## src/rtl/pong_collide.sv

```systemverilog
// Frame-level collision classifier and score keeper for the Pong display path.
// Optional paddle-hit holdoff is built when PONG_COLLIDE_HOLDOFF_EN is defined.
module pong_collide #(
    parameter int H_ACTIVE       = 640,
    parameter int V_ACTIVE       = 480,
    parameter int TOP_Y          = 8,
    parameter int BOT_Y          = 472,
    parameter int GOAL_L         = 8,
    parameter int GOAL_R         = 632,
    parameter int WIN_SCORE      = 9,
    parameter int HOLDOFF_FRAMES = 4
) (
    input  logic       clk,
    input  logic       reset_n,
    input  logic [9:0] hcount,
    input  logic [9:0] vcount,
    input  logic       vsync,
    input  logic       ball_px,
    input  logic       lpad_px,
    input  logic       rpad_px,
    output logic       collision,
    output logic       hit_wall,
    output logic       hit_lpad,
    output logic       hit_rpad,
    output logic       goal_l,
    output logic       goal_r,
    output logic [3:0] score_l,
    output logic [3:0] score_r,
    output logic       game_over
);

    localparam logic [9:0] HA  = 10'(H_ACTIVE);
    localparam logic [9:0] VA  = 10'(V_ACTIVE);
    localparam logic [9:0] TY  = 10'(TOP_Y);
    localparam logic [9:0] BY  = 10'(BOT_Y);
    localparam logic [9:0] GL  = 10'(GOAL_L);
    localparam logic [9:0] GR  = 10'(GOAL_R);
    localparam logic [3:0] WIN = 4'(WIN_SCORE);

    // flag vector layout: [4] wall, [3] lpad, [2] rpad, [1] goal_l, [0] goal_r
    logic [9:0] hc_q, vc_q;
    logic       vsync_q;
    logic [4:0] sticky_q, sticky_d;
    logic [4:0] flags_q, flags_d;
    logic [4:0] pub;
    logic       coll_q, coll_d;
    logic [3:0] score_l_q, score_l_d, score_r_q, score_r_d;
    logic       go_q, go_d;
    logic       qual, publish, rise_l, rise_r;
    logic       unused_vsync;

    assign unused_vsync = vsync_q;
    assign qual    = (hc_q < HA) && (vc_q < VA);
    assign publish = (vc_q == VA) && (hc_q == '0);

`ifdef PONG_COLLIDE_HOLDOFF_EN
    logic [3:0] hold_q, hold_d;

    always_comb begin
        pub    = sticky_q;
        hold_d = hold_q;
        if (hold_q != '0)
            pub[3:2] = 2'b00;
        if (publish) begin
            if (hold_q != '0)
                hold_d = hold_q - 4'd1;
            else if (pub[3] || pub[2])
                hold_d = 4'(HOLDOFF_FRAMES);
        end
    end

    always_ff @(posedge clk or negedge reset_n) begin
        if (!reset_n) hold_q <= '0;
        else          hold_q <= hold_d;
    end
`else
    localparam int unused_holdoff = HOLDOFF_FRAMES;

    always_comb pub = sticky_q;
`endif

    always_comb begin
        sticky_d = sticky_q;
        if (publish)
            sticky_d = '0;
        else if (qual && ball_px)
            sticky_d = sticky_q | {(vc_q < TY) || (vc_q >= BY), lpad_px, rpad_px,
                                   hc_q < GL, hc_q >= GR};

        flags_d = publish ? pub : flags_q;
        coll_d  = publish ? (|pub) : coll_q;

        // previous-publish copy is the registered flag itself; a held goal scores once
        rise_r = pub[0] & ~flags_q[0];
        rise_l = pub[1] & ~flags_q[1];

        score_l_d = score_l_q;
        score_r_d = score_r_q;
        if (publish && !go_q) begin
            if (rise_r) score_l_d = score_l_q + 4'd1;
            if (rise_l) score_r_d = score_r_q + 4'd1;
        end
        go_d = go_q || (score_l_d == WIN) || (score_r_d == WIN);
    end

    always_ff @(posedge clk or negedge reset_n) begin
        if (!reset_n) begin
            hc_q      <= '0;
            vc_q      <= '0;
            vsync_q   <= 1'b0;
            sticky_q  <= '0;
            flags_q   <= '0;
            coll_q    <= 1'b0;
            score_l_q <= '0;
            score_r_q <= '0;
            go_q      <= 1'b0;
        end else begin
            hc_q      <= hcount;
            vc_q      <= vcount;
            vsync_q   <= vsync;
            sticky_q  <= sticky_d;
            flags_q   <= flags_d;
            coll_q    <= coll_d;
            score_l_q <= score_l_d;
            score_r_q <= score_r_d;
            go_q      <= go_d;
        end
    end

    assign collision = coll_q;
    assign hit_wall  = flags_q[4];
    assign hit_lpad  = flags_q[3];
    assign hit_rpad  = flags_q[2];
    assign goal_l    = flags_q[1];
    assign goal_r    = flags_q[0];
    assign score_l   = score_l_q;
    assign score_r   = score_r_q;
    assign game_over = go_q;

endmodule

```

## config.mk

```make
export PLATFORM = sky130hd
export DESIGN_NAME = pong_collide
export DESIGN_NICKNAME = d
export VERILOG_FILES = /design/src/rtl/pong_collide.sv
export SDC_FILE = /design/constraint.sdc
export NUM_CORES = 1
export LEC_CHECK = 0
export ABC_AREA = 1
export CORE_MARGIN = 5
export CORE_UTILIZATION = 51
export CTS_BUF_LIST = sky130_fd_sc_hd__clkbuf_8
export CTS_CLUSTER_DIAMETER = 60
export CTS_CLUSTER_SIZE = 20
export DETAILED_ROUTE_END_ITERATION = 16
export PLACE_DENSITY = 0.93
export SETUP_SLACK_MARGIN = 0.05
export SYNTH_ARGS = -nofsm -noshare
export SYNTH_HDL_FRONTEND = slang
export SYNTH_SLANG_ARGS = --single-unit
```

## constraint.sdc

```tcl
create_clock -name clk -period 1.7 [get_ports clk]
set_input_delay 0.17 -clock clk [delete_from_list [all_inputs] [get_ports clk]]
set_output_delay 0.17 -clock clk [all_outputs]
set_load 0.02 [all_outputs]
```

# Yosys cells after proc, flatten, opt, wreduce, memory -nomap -nowiden
# Cells that the tools add are included.
[totals]
input_bits = 26
elab_cells = 41
output_inout_bits = 15
register_bits = 40
[classes]
n_eq_ne = 3
bitwise_logic = 5
n_mux = 6
addsub = 2
n_reduce_logical = 11
n_lt_le_gt_ge = 6
[ops]
columns = ["cell", "n"]
rows = [
  ["10-bit by 4-bit < comparator with 1-bit output, second input constant", 2],
  ["4-bit two-way mux", 4],
  ["10-bit by 9-bit equality test with 1-bit output, second input constant", 1],
  ["10-bit greater-or-equal comparator, second input constant", 1],
  ["10-bit by 9-bit greater-or-equal comparator with 1-bit output, second input constant", 1],
  ["10-bit zero test", 1],
  ["10-bit < comparator, second input constant", 1],
  ["10-bit by 9-bit < comparator with 1-bit output, second input constant", 1],
  ["5-bit two-way mux", 2],
  ["4-bit by 1-bit adder with 4-bit output, second input constant", 2],
  ["4-bit equality test, second input constant", 2],
  ["5-bit OR", 1],
  ["5-bit OR reduction", 1],
  ["1-bit logical AND", 4],
  ["1-bit logical OR", 3],
  ["1-bit AND", 2],
  ["1-bit inverter", 2],
  ["2-bit nonzero test", 1],
  ["1-bit zero test", 1],
]

# Depth between registers and ports, before layout
# Gate-level depths: netlist of run 1.
[depth]
depth_word = 7
ltp_mapped = 12
ltp_nobuf = 12

# Worst setup path before layout of run 1
# OpenSTA, ideal clock, no wires.
[synth_timing]
path_type = "flip-flop to flip-flop"
startpoint = "register score_r_q[0] (netlist: score_r[0])"
endpoint = "register go_q (netlist: game_over)"
path_slack_ps = 226
path_stages_with_launch = 9
n_path_buf = 0
synth_period_minus_slack_ps = 1474
arrival_time_ps = 1400
path_cell_list = "dfrtp_1 > ha_1 > or2_0 > o21ai_0 > nand3b_1 > nand2_2 > nor2_2 > nand2_1 > nand3_1"
[synth_between]
elab_chain_len = 5
[synth_rtl]
columns = ["item", "line", "source"]
rows = [
  ["start, declared", "47", "logic [3:0] score_l_q, score_l_d, score_r_q, score_r_d;"],
  ["start signal, assigned", "125", "score_r_q <= score_r_d;"],
  ["4-bit by 1-bit adder with 4-bit output", "101", "if (rise_l) score_r_d = score_r_q + 4'd1;"],
  ["4-bit two-way mux", "101", ""],
  ["4-bit two-way mux", "99", "if (publish && !go_q) begin"],
  ["via score_r_d[1]", "47", ""],
  ["4-bit equality test", "103", "go_d = go_q || (score_l_d == WIN) || (score_r_d == WIN);"],
  ["1-bit logical OR", "103", ""],
  ["via go_d", "48", "logic go_q, go_d;"],
  ["end signal, assigned", "126", "go_q <= go_d;"],
  ["end, declared", "48", ""],
]
# The timed path passes the listed nets, and every way through them passes these cells.
# A chain may end at the register's enable or synchronous reset.

# Final worst setup path of run 1
[layout_timing]
startpoint = "register go_q (netlist: game_over)"
endpoint = "output port game_over"
[layout_lines]
columns = ["item", "line", "source"]
rows = [
  ["end, declared", "29", "output logic game_over"],
]
# No word-level cell between the ends.

==> summary.md, run 1 <==
| Metric | Value |
|---|---|
| Register cell area after layout | `about 1000 µm²` |
| Clock sinks | `40` |
| Routed wire length per instance | `10.9 µm` |
| Vias per inst | `~4.8` |
| Final count of hold timing violations | `0` |
| Clk Latency, worst-skew pair | `a little under 0.3 ns` |
| Max Fanout on Critical Path | `5` |
| Worst vdd rail ir drop | `~620 µV` |
| Top Usage Layer GRT | `met2` |
| CTS Buf Count | `5` |
| Synthesized Nets | `roughly 230` |
| Startpoint of the most critical hold path | `vcount[0]` |
| Clock tree from TritonCTS | `yes` |
| Sequential cell area fraction in the yosys report | `around 57%` |
| Run status | `completed` |
| Multi-input combinational cell area | `roughly 640 µm²` |
| Post-synthesis register bit count | `40` |
| Half-perimeter wire length after placement | `2450 µm` |
| Chain of cells forming the critical path | `clkdlybuf4s50_1` |
| Post-synthesis to final-layout area growth | `33.4%` |
| Die Width | `68.8 µm` |
| DRC violations left | `0` |
| First-pass GRT wire length | `5460 µm` |
| Die outline area | `between 4000 and 5000 µm²` |
| H-tree depth | `2` |
| Count of different cell masters after synthesis | `28` |
| Final non-filler cell total | `just under 300` |
| Total core area | `~3300 µm²` |
| Commonest non-fill, non-tap cell in the layout | `sky130_fd_sc_hd__dfrtp_1` |
| Post-route setup TNS | `0 ns` |
| Initial core utilization | `between 50% and 60%` |
| Buffers and inverters on the worst path | `1` |
| Classification of the worst setup path | `reg2out` |
| Synthesized netlist cell count | `between 150 and 200` |
| Post-Route Skew | `0.00841 ns` |
| Kind of cell adding the most delay to the critical path | `buffers and inverters` |
| Post-route setup slack | `around 0.15 ns` |
| Fraction of layout cells with a size suffix above 1 | `around 14%` |
| Category of the worst setup path capture point | `output port` |
| Vias in the first global route | `roughly 1,300` |
| Clock tree root driver cell | `sky130_fd_sc_hd__clkbuf_8` |
| Detailed-route wire length | `between 3000 and 4000 µm` |
| Avg Synthesized Cell Area | `8.96 µm²` |
| Number of fill cells in the layout | `273` |
| Port bufs | `39` |
| Placer Congestion | `~0.8` |
| Period Utilization, post-route | `91.4%` |
| Worst reg2reg path depth | `8` |
| CP startpoint kind | `flip-flop` |
| Slack of the worst reg-to-reg path | `0.21 ns` |
| GRT Total Usage | `between 10% and 20%` |
| Max Fclk | `643 MHz` |
| Pin count of the biggest net entering global routing | `approximately 40` |
| Initial antenna violation count | `0` |
| Setup crit start | `game_over` |
| Relative slew margins | `roughly four fifths` |
| Dpl cells | `roughly 280` |
| Number of inserted diodes | `0` |
| Total number of placement rows | `21` |
| DRC marker count from the first detailed-route iteration | `52` |
| Critical-path top delay cell | `sky130_fd_sc_hd__clkdlybuf4s50_1` |
| RSZ-0062 raised after global routing | `false` |
| Required time at the worst-slack endpoint | `approximately 1.5 ns` |
| Minimum clock period | `1.55 ns` |
| Met1 Track Usage GR | `18.4%` |
| Total design power | `0.00176 W` |
| Synthesis warning total | `0` |
| Top-level port count | `between 40 and 50` |
| Post-Place Worst Slack | `0.209 ns` |
| Top library cells by usage in the layout, fill and taps aside | `39 x sky130_fd_sc_hd__dfrtp_1, 38 x sky130_fd_sc_hd__nand2_1, 38 x sky130_fd_sc_hd__clkdlybuf4s50_1` |
| Finish-stage setup viols | `0` |
| Worst reg2reg path startpoint | `score_r[0]` |
| Pin slew with the least headroom to its limit | `just over 0.3 ns` |
| Terminating pin of the worst hold path | `vc_q[0]` |
| Die outline height | `68.8 µm` |
| Worst min path class | `in2reg` |
| Post-route antenna net violation count | `0` |
| Post-synthesis instance area | `around 1800 µm²` |
| Max-slew violation total from the final report | `0` |
| Number of maximum-capacitance constraint violations | `0` |
| Delay of the slowest cell on the worst path | `0.64 ns` |
| Remaining global-route overflow | `0` |
| Total vias in the final route | `about 1,400` |
| Leak pwr | `1.11 nW` |
| Met2 usage in global routing | `27.1%` |
| Met3 layer usage reported by global route | `5.51%` |
| NumNets Final | `275` |
| Power Density | `roughly 750 nW/µm²` |
| Final Util | `70.6%` |
| Count of TritonRoute iterations in the first routing pass | `4` |
| Clock-pin slew on the worst setup and hold paths | `0.07 ns` |
| Hold depth | `1` |
| Maximum buffer depth of the clock tree | `2` |
| Arrival time of the worst setup path | `1.38 ns` |
| Reg-to-Reg End | `game_over` |
[kinds of logic after synthesis]
group / Yosys count / share of synthesized area [%]
adders and majority gates: 2 / 1.42
AOI/OAI and AO/OA: 18 / 5.46
DFF: 40 / 56.7
buffers and inverters: 35 / 7.51
and+or+nand+nor: 99 / 27.4
xor gates and xnor gates: 3 / 1.49
[power by group]
group / internal, W / leakage [nW] / switching (W)
logic: 0.0000746 / 0.565 / 0.0000594
clock network: 0.000323 / 0.0510 / 0.000299
registers: 0.000983 / 0.494 / 0.0000237
total: 0.00138 / 1.11 / 0.000382
[cell type report]
class / count / area share, %
clock buffer: 6 / 3.51
clock inverter: 2 / 0.425
inverter: 34 / 5.42
multi-input combinational: 122 / 27.0
sequential: 40 / 42.6
tap: 46 / 2.44
timing repair buffer: 44 / 18.6
[cells in the mapped netlist]
cell	count	area, µm²
sky130_fd_sc_hd__dfrtp_1	40	1000
sky130_fd_sc_hd__nand2_1	39	146
sky130_fd_sc_hd__inv_1	30	113
sky130_fd_sc_hd__nor2_1	20	75.1
sky130_fd_sc_hd__nand3_1	17	85.1
sky130_fd_sc_hd__o21ai_1	10	50.1
sky130_fd_sc_hd__nor2_2	5	31.3
sky130_fd_sc_hd__nand2_2	4	25.0
sky130_fd_sc_hd__a21oi_1	3	15.0
sky130_fd_sc_hd__inv_2	3	11.3
sky130_fd_sc_hd__nor3_1	3	15.0
sky130_fd_sc_hd__o21ai_0	3	15.0
sky130_fd_sc_hd__ha_1	2	25.0
sky130_fd_sc_hd__nand4_1	2	12.5
sky130_fd_sc_hd__nor2_4	2	22.5
sky130_fd_sc_hd__xor2_1	2	17.5
sky130_fd_sc_hd__a2bb2oi_1	1	8.76
sky130_fd_sc_hd__buf_2	1	5.00
sky130_fd_sc_hd__clkinv_1	1	3.75
sky130_fd_sc_hd__nand2_4	1	11.3
sky130_fd_sc_hd__nand3_2	1	10.0
sky130_fd_sc_hd__nand3_4	1	17.5
sky130_fd_sc_hd__nand3b_1	1	7.51
sky130_fd_sc_hd__nor3b_2	1	12.5
sky130_fd_sc_hd__nor4_1	1	6.26
sky130_fd_sc_hd__o31ai_1	1	7.51
sky130_fd_sc_hd__or2_0	1	6.26
sky130_fd_sc_hd__xnor2_1	1	8.76
[worst max-delay path by stage]
| stage | to | slack [ns] | cells past startpoint |
|---|---|---|---|
| 3_5_place_dp | game_over | 0.21 | 12 |
| 6_report | game_over | 0.15 | 1 |
| 2_1_floorplan | game_over | 0.23 | 8 |
| 3_3_place_gp | game_over | 0.23 | 8 |
| 4_1_cts | game_over | 0.12 | 1 |
| 5_1_grt | game_over | 0.05 | 12 |
[per-stage QoR]
step                      hold slack, ns  cell area (µm²)
after global placement             0.147             2230
final                              0.317             2350
after detailed placement           0.151             2230
after CTS                          0.308             2330
after floorplan                   -0.126             1770
after global routing               0.303             2350
[state kept, by name (all words and copies together), names as in the netlist]
| name | count |
|---|---|
| collision | 1 |
| flags_q | 5 |
| game_over | 1 |
| hc_q | 10 |
| pub | 5 |
| score_l | 4 |
| score_r | 4 |
| vc_q | 10 |
[metal layers]
layer / up-vias / wire [µm]
li1: 724 / -
met1: 642 / 1260
met2: 37 / 1670
met3: 4 / 192
met4: 0 / 63
met5: - / 0
[timing repair]
action / in CTS / in global routing
buffers inserted: 0 / 2
hold buffers: 1 / 0
resized for setup: 0 / 3
endpoints found under the hold margin: 40 / 0
setup endpoints to repair: 0 / 1
Power figures use the tool's default switching activity.
==> inputs of run 2 (changes only) <==
--- a/config.mk
+++ b/config.mk
@@ -14,6 +14,7 @@
 export DETAILED_ROUTE_END_ITERATION = 16
 export PLACE_DENSITY = 0.93
 export SETUP_SLACK_MARGIN = 0.05
+export SLEW_MARGIN = 25
 export SYNTH_ARGS = -nofsm -noshare
 export SYNTH_HDL_FRONTEND = slang
 export SYNTH_SLANG_ARGS = --single-unit
==> results of run 2 <==
The final DEF is identical to that of run 1; final timing and power are the same.
==> RTL change, RTL diff (flow settings as in run 2) <==
Build with the macro `PONG_COLLIDE_HOLDOFF_EN` defined.
--- a/src/rtl/pong_collide.sv
+++ b/src/rtl/pong_collide.sv
@@ -1,5 +1,7 @@
 // Frame-level collision classifier and score keeper for the Pong display path.
 // Optional paddle-hit holdoff is built when PONG_COLLIDE_HOLDOFF_EN is defined.
+`define PONG_COLLIDE_HOLDOFF_EN
+
 module pong_collide #(
     parameter int H_ACTIVE       = 640,
     parameter int V_ACTIVE       = 480,
Formal check against the unedited RTL: not equivalent (a bounded check fails within 10 cycles, from zero or initial values and one cycle with reset_n low).
==> RTL change against run 2 <==
Sequential cell count rose by 4; first-iteration DRC count rose by 130%; total power rose by 4.2%; cell area rose by 10%; largest cell class unchanged; clock power fell by 4.2%; synthesized area rose by 13%; setup slack got worse by 41 ps; worst hold slack got worse by 10 ps; wire length rose by 17%.
==> RTL change: results (changes against run 2) <==
metric,value,unit,change
status,finished clean,,
path_max_fanout,6,,+1
ir_drop,469,µV,-24%
grt_pass1_wl,6430,µm,+18%
slowest_delay,650,ps,
clock_path_buffers,2,,unchanged
reg.largest.list,"hc_q (10), vc_q (10)",,
slowest_stage,clkdlybuf4s50_1,,
finClkSkew,10.6,ps,+2.14 ps
vias,1605,,+14%
synthArstFlopShare,100,%,unchanged
numCtsBuffers,5,,unchanged
synth_fp_nets,255,,+13%
clkTransAtPathRegs,80,ps,
grt_usage,15.9,%,-0.32 points
finalWirelength,3730,µm,+17%
initialDrtViolationCount,120,,+130%
drive_gt1_share,16.8,%,+3.1 points
antenna_found_initial,0,,unchanged
yosysWarnings,0,,unchanged
dr.max_layer_used,met4,,
yosysUniqueCellTypes,30,,+7.1%
diodes,0,,unchanged
synth_area_leaders,"dfrtp_1, nand2_1, inv_1, nand3_1, nor2_1",,
first_global_vias,1487,,+16%
crit_family,buffers and inverters,,
grt_max_degree,45,,+9.8%
p_leak,0.00127,µW,+15%
yosysSeqAreaShare,55.4,%,-1.3 points
met2_wirelength,1830,µm,+9.6%
crit_path_end_kind,primary output,,
worstMarginPinSlew,515,ps,+203 ps
clock_tree.root_cell,clkbuf_8,,
hpwl,2760,µm,+13%
synth_commonest_cells,"nand2_1, dfrtp_1, inv_1, nor2_1, nand3_1",,
nets,307,,+12%
dr_wl_met3,256,µm,+33%
wl_met1,1570,µm,+24%
place_congestion,0.803,,+0.37%
## RTL change: cell types whose count changed after synthesis, moves of 3 or more
cell / before / now
dfrtp_1: 40 / 44
nand2_1: 39 / 48
nand3_1: 17 / 22
o21ai_0: 3 / 11
o21ai_1: 10 / 3
inv_2: 3 / 6
nor2_1: 20 / 23
## RTL change: routing by layer
metal | track usage [%] | vias to the layer above
met4 | 6.76 | 0
met5 | 0 | -
met3 | 3.88 | 7
li1 | - | 808
met1 | 19.7 | 738
met2 | 26.3 | 52
## RTL change: cells by family after synthesis
| logic type | synth area share (%) |
|---|---|
| fa+ha+maj | 1.26 |
| simple gates | 28.6 |
| compound gates | 5.54 |
| buf+inv | 7.43 |
| flops | 55.4 |
| xor+xnor | 1.76 |
## RTL change: power by group
group          total (µW)  switching, µW  internal [µW]
clock network         596            322            273
registers            1100           26.0           1080
logic                 138           66.9           71.5
## RTL change: through the flow
step | power, µW | worst slack, ps | std cells | instance area, µm²
after floorplan | 1170 | 226 | 227 | 1990
after global placement | 1260 | 190 | 316 | 2450
after detailed placement | 1260 | 161 | 316 | 2450
after CTS | 1860 | 124 | 324 | 2540
after global routing | 1920 | 13.0 | 327 | 2600
final | 1840 | 105 | 327 | 2600
## RTL change: worst paths after layout
| path | from | endpoint | slack [ps] | cells past startpoint |
|---|---|---|---|---|
| setup reg to reg | score_r[0]$_DFF_PN0_ | game_over$_DFF_PN0_ | 120 | 8 |
| max in group asynchronous | reset_n | hc_q[6]$_DFF_PN0_ | 880 | 3 |
| min in group asynchronous | reset_n | vc_q[6]$_DFF_PN0_ | 470 | 3 |
| hold reg to reg | hold_q[3]$_DFFE_PN0P_ | hold_q[3]$_DFFE_PN0P_ | 490 | 1 |
| hold / removal | vcount[1] | vc_q[1]$_DFF_PN0_ | 310 | 1 |
| setup / recovery | score_r[0]$_DFF_PN0_ | score_r[0] | 100 | 1 |
## RTL change: final cells by class
class | instances | area [µm²]
clock buffer | 5 | 68.8
clock inverter | 2 | 8.76
fill | 298 | 1120
inverter | 38 | 143
multi-input combinational | 144 | 778
sequential | 44 | 1100
tap | 48 | 60.1
timing repair buffer | 46 | 440
## RTL change: what timing repair did
action	4_1_cts	5_1_grt
gates resized for setup	0	14
setup endpoints to repair	0	3
endpoints found under the hold margin	44	0
hold buffers	1	0
buffers inserted	0	3
